===== config.mk =====
export PLATFORM = sky130hd
export DESIGN_NAME = qed_dup_scheduler
export DESIGN_NICKNAME = d
export VERILOG_FILES = /design/src/rtl/qed_dup_scheduler.sv
export SDC_FILE = /design/constraint.sdc
export NUM_CORES = 1
export LEC_CHECK = 0
export ABC_AREA = 1
export CAP_MARGIN = 0
export CORE_ASPECT_RATIO = 0.5
export CORE_MARGIN = 2
export CORE_UTILIZATION = 45
export CTS_BUF_LIST = sky130_fd_sc_hd__clkbuf_4 sky130_fd_sc_hd__clkbuf_8 sky130_fd_sc_hd__clkbuf_16
export DETAILED_ROUTE_END_ITERATION = 7
export GPL_ROUTABILITY_DRIVEN = 0
export MAX_ROUTING_LAYER = met4
export PLACE_DENSITY = 0.81
export SLEW_MARGIN = 25
export SYNTH_ARGS = -nofsm -noshare
export SYNTH_HDL_FRONTEND = slang
export SYNTH_SLANG_ARGS = --single-unit

===== constraint.sdc =====
create_clock -name clk -period 1.3 [get_ports clk]
set_input_delay 0.39 -clock clk [delete_from_list [all_inputs] [get_ports clk]]
set_output_delay 0.39 -clock clk [all_outputs]
set_load 0.02 [all_outputs]

===== src/rtl/qed_dup_scheduler.sv =====
// Request scheduler for the shared inverting datapath: issues each operand once,
// or twice in QED mode, and flags any mismatch between the two results.
module qed_dup_scheduler #(
    parameter int WIDTH    = 5,
    parameter int PIPE_LAT = 2,
    parameter int CNT_W    = 8
) (
    input  logic             clk,
    input  logic             rst_n,
    input  logic             req_valid,
    output logic             req_ready,
    input  logic [WIDTH-1:0] req_data,
    input  logic             qed_mode,
    output logic [WIDTH-1:0] dp_in,
    input  logic [WIDTH-1:0] dp_out,
    output logic             resp_valid,
    output logic [WIDTH-1:0] resp_data,
    output logic             resp_err,
    output logic             err_sticky,
    output logic [CNT_W-1:0] err_cnt
);

    typedef enum logic [1:0] {IDLE, ISSUE_O, ISSUE_D, DRAIN} state_e;

    state_e                state_q;
    logic [WIDTH-1:0]      op_q;
    logic                  mode_q;
    logic [WIDTH-1:0]      res_q;
    logic [PIPE_LAT-1:0]   tag_vld_q;
    logic [PIPE_LAT-1:0]   tag_dup_q;
    logic                  resp_valid_q;
    logic [WIDTH-1:0]      resp_data_q;
    logic                  resp_err_q;
    logic                  err_sticky_q;
    logic [CNT_W-1:0]      err_cnt_q;

    logic issuing;
    logic tail_vld;
    logic tail_dup;
    logic mism;

    assign issuing  = (state_q == ISSUE_O) || (state_q == ISSUE_D);
    assign tail_vld = tag_vld_q[PIPE_LAT-1];
    assign tail_dup = tag_dup_q[PIPE_LAT-1];
    assign mism     = (dp_out != res_q);

    assign req_ready  = (state_q == IDLE);
    assign dp_in      = issuing ? op_q : '0;
    assign resp_valid = resp_valid_q;
    assign resp_data  = resp_data_q;
    assign resp_err   = resp_err_q;
    assign err_sticky = err_sticky_q;
    assign err_cnt    = err_cnt_q;

    always_ff @(posedge clk or negedge rst_n) begin
        if (!rst_n) begin
            state_q      <= IDLE;
            op_q         <= '0;
            mode_q       <= 1'b0;
            res_q        <= '0;
            tag_vld_q    <= '0;
            tag_dup_q    <= '0;
            resp_valid_q <= 1'b0;
            resp_data_q  <= '0;
            resp_err_q   <= 1'b0;
            err_sticky_q <= 1'b0;
            err_cnt_q    <= '0;
        end else begin
            resp_valid_q <= 1'b0;

            // Tags track which datapath slot holds an original or duplicate result.
            for (int i = 0; i < PIPE_LAT; i++) begin
                if (i == 0) begin
                    tag_vld_q[i] <= issuing;
                    tag_dup_q[i] <= (state_q == ISSUE_D);
                end else begin
                    tag_vld_q[i] <= tag_vld_q[i-1];
                    tag_dup_q[i] <= tag_dup_q[i-1];
                end
            end

            case (state_q)
                IDLE: begin
                    if (req_valid) begin
                        op_q    <= req_data;
                        mode_q  <= qed_mode;
                        state_q <= ISSUE_O;
                    end
                end
                ISSUE_O: state_q <= mode_q ? ISSUE_D : DRAIN;
                ISSUE_D: state_q <= DRAIN;
                DRAIN:   state_q <= DRAIN;
                default: state_q <= IDLE;
            endcase

            if (tail_vld && !tail_dup) begin
                res_q <= dp_out;
                if (!mode_q) begin
                    resp_valid_q <= 1'b1;
                    resp_data_q  <= dp_out;
                    resp_err_q   <= 1'b0;
                    state_q      <= IDLE;
                end
            end

            if (tail_vld && tail_dup) begin
                resp_valid_q <= 1'b1;
                resp_data_q  <= res_q;
                resp_err_q   <= mism;
                if (mism) begin
                    err_sticky_q <= 1'b1;
                    if (err_cnt_q != '1)
                        err_cnt_q <= err_cnt_q + CNT_W'(1);
                end
                state_q <= IDLE;
            end
        end
    end

endmodule


==> metrics.yaml <==
layout:
  postLayoutCellArea_mm2: 0.00249
  final_cell_mix: "nand2_1 (58), dfrtp_1 (31), buf_4 (26)"
  multi_input_area_um2: 774
  drive_gt1_frac: 0.385
  nets: 280
  syn_to_final_growth_pct: 53.2
  layout_commonest_cell: "nand2_1"
  fillers: 239
  diodes: 0
  ff_latch_area_um2: 828
worst_setup_path:
  critPathMaxStageDelay_ps: 380
  cp.arrival_ps: 1250
  crit_required_ps: 910
  path_cells: "inv_2 > ha_4 > nand2_1 > inv_2 > buf_6"
  crit_path_top_delay_cell: "dfrtp_1"
  ff2ff_setup_slack_ps: -10
  critPathTopFamily: "flip-flops"
  crit_buf_inv: 3
  worstRegToRegCells: 6
  cp-start-kind: "register"
  cp-startpoint: "state_q[0]"
  crit_cells: 5
  crit_path_end: "dp_in[2]"
  path_max_fanout: 6
  reg2reg_to: "state_q[0]"
  crit_top_cell: "inv_2"
  critPathCaptureType: "output pin"
  r2r_start: "state_q[0]"
  path_class: "register to output pin"
floorplanning:
  die_area_mm2: 0.00414
  rows: 15
  initial_core_util: 0.471
  die_y_um: 46.5
  die_x_um: 89.1
  ios: 36
  fp.coreArea_mm2: 0.00345
detailed_routing:
  routed_wl_um: 3960
  viasPerCell: 4.71
  firstDrtPassIters: 4
  drc: 0
  vias: 1474
  postRouteAntennaNets: 0
  drtIter0Drc: 78
  routedWlPerCell_um: 12.7
timing:
  slew_headroom: 0.818
  rsz0062_at_grt: "true"
  fin_hold_ws_ps: 360
  min_period_ps: 1640
  tightest_slew_ps: 269
  slew_violations: 0
  fin_worst_skew_ps: 8.47
  setup_viol: 8
  fin_crit_sh: 1.26
  fmaxAchievable_mhz: 610
  layout_setup_ws_ps: -340
  hold_viol: 0
grt:
  track_usage: 0.206
  grt_max_degree: 34
  antenna_found_initial: 0
  grt_pass1_vias: 1355
  grt_pass1_wl_um: 6040
  grt.overflow.total: 0
power_and_ir_drop:
  clock_power_share: 0.190
  power_frac_seq: 0.287
  ir_worst_vdd_v: 0.00136
  intPower_mw: 3.72
  p_leak_nw: 1.36
  combPwrFrac: 0.523
  power_density_mw_per_mm2: 2440
  power.total_mw: 6.08
  switching_share: 0.387
  p_sw_mw: 2.35
yosys:
  ys_ff_latch: 33
  synth_area_mm2: 0.00163
  ys_warn_count: 0
  synth_area_leaders: "dfrtp_1 (51%), nand2_1 (15%), inv_1 (7.4%)"
  synth_nets: 206
  synth_top_area_frac: 0.507
  synth_top_cell_by_area: "dfrtp_1"
  syn_area_per_cell_um2: 8.70
  syn_inst: 187
  synth_seq_area_share: 0.507
  synth_cell_types: 20
status:
  status: "finished, violations left"
  violations: "negative setup slack"
placement:
  io_buffers: 35
  dp_hpwl_um: 2600
  pre_cts_ws_ps: -522
  placement.cell_area_mm2: 0.00227
cts:
  cts_max_path_buffers: 2
  cts_hold_buf: 0
  htree_levels: 2
  numCtsBuffers: 5
  cts_sinks: 33
  clk-insertion-delay-late_ps: 280
  cts-root-buf: "clkbuf_8"
  clk_pin_slew_ps: 70
  cts_tree: "yes"
flow_run:
  maxCapViolCount: 0
min_path:
  min_path_type: "register to register"
-- metal layers --
metal | GRT usage | routed length, µm | share of wire
met1 | 0.252 | 1710 | 0.43
met2 | 0.343 | 2080 | 0.52
met3 | 0.0573 | 143 | 0.036
met4 | 0.0567 | 34 | 0.0086
met5 | - | 0 | 0
-- timing repair --
item,4_1_cts,5_1_grt
resized for setup,115,20
pin swaps,10,13
buffers inserted,3,5
endpoints found under the setup margin,38,23
-- flip-flops by register name, indices dropped and copies added, names as in the netlist --
name,flops
resp_err,1
tag_vld_q,2
op_q,5
resp_valid,1
tag_dup_q,2
res_q,5
mode_q,1
state_q,2
err_cnt,8
resp_data,5
err_sticky,1
-- area by class of cell --
type	count	area share
clock buffers	5	0.0276
multi-input cells	120	0.311
clock inverters	3	0.0261
inverters	32	0.0497
repair buffers	69	0.228
flip-flops and latches	33	0.332
well taps	51	0.0256
-- through the flow --
step	setup TNS (ps)	std cells	util
CTS	-1770	309	0.693
detailed placement	-8890	298	0.657
global placement	-8060	298	0.657
global route	-2710	313	0.722
finish	-1830	313	0.722
floorplan	-3.97	187	-
-- worst min path at each step --
stage | startpoint | slack [ps] | cells after the start | to
floorplan | rst_n | 90 | 0 | err_cnt[0]
global placement | tag_dup_q[0] | 330 | 0 | tag_dup_q[1]
detailed placement | tag_dup_q[0] | 350 | 0 | tag_dup_q[1]
CTS | tag_dup_q[0] | 360 | 0 | tag_dup_q[1]
global route | tag_dup_q[0] | 370 | 0 | tag_dup_q[1]
finish | tag_dup_q[0] | 360 | 0 | tag_dup_q[1]
-- cell families (layout without fill, tap and decap cells) --
group                      after synthesis  in the layout  share of synthesized area
and+or+nand+nor                         94             94                      0.260
buffers and inverters                   34            109                     0.0876
muxes                                    5              5                     0.0346
DFF                                     33             33                      0.507
xor gates and xnor gates                 4              4                     0.0215
AOI/OAI and AO/OA                       12             12                     0.0507
adders and majority gates                5              5                     0.0384
-- Yosys cell counts (all sizes together) --
cell type	count
nor2	11
o21ai	5
o311ai	2
dfrtp	33
buf	2
nand4	8
nand2	65
a21oi	1
xnor2	3
mux2	5
xor2	1
a221oi	1
inv	32
nor3	1
o221ai	3
nand3	9
ha	5
-- power by group through the flow --
stage,Sequential (mW),Clock [mW],Combinational (mW)
after floorplan,1.95,0,1.38
after global placement,1.70,0,2.79
after detailed placement,1.73,0,2.90
after CTS,1.73,1.17,2.95
after global routing,1.79,1.21,3.43
final,1.74,1.15,3.18
Note: power is estimated with default switching activity, not from simulation.
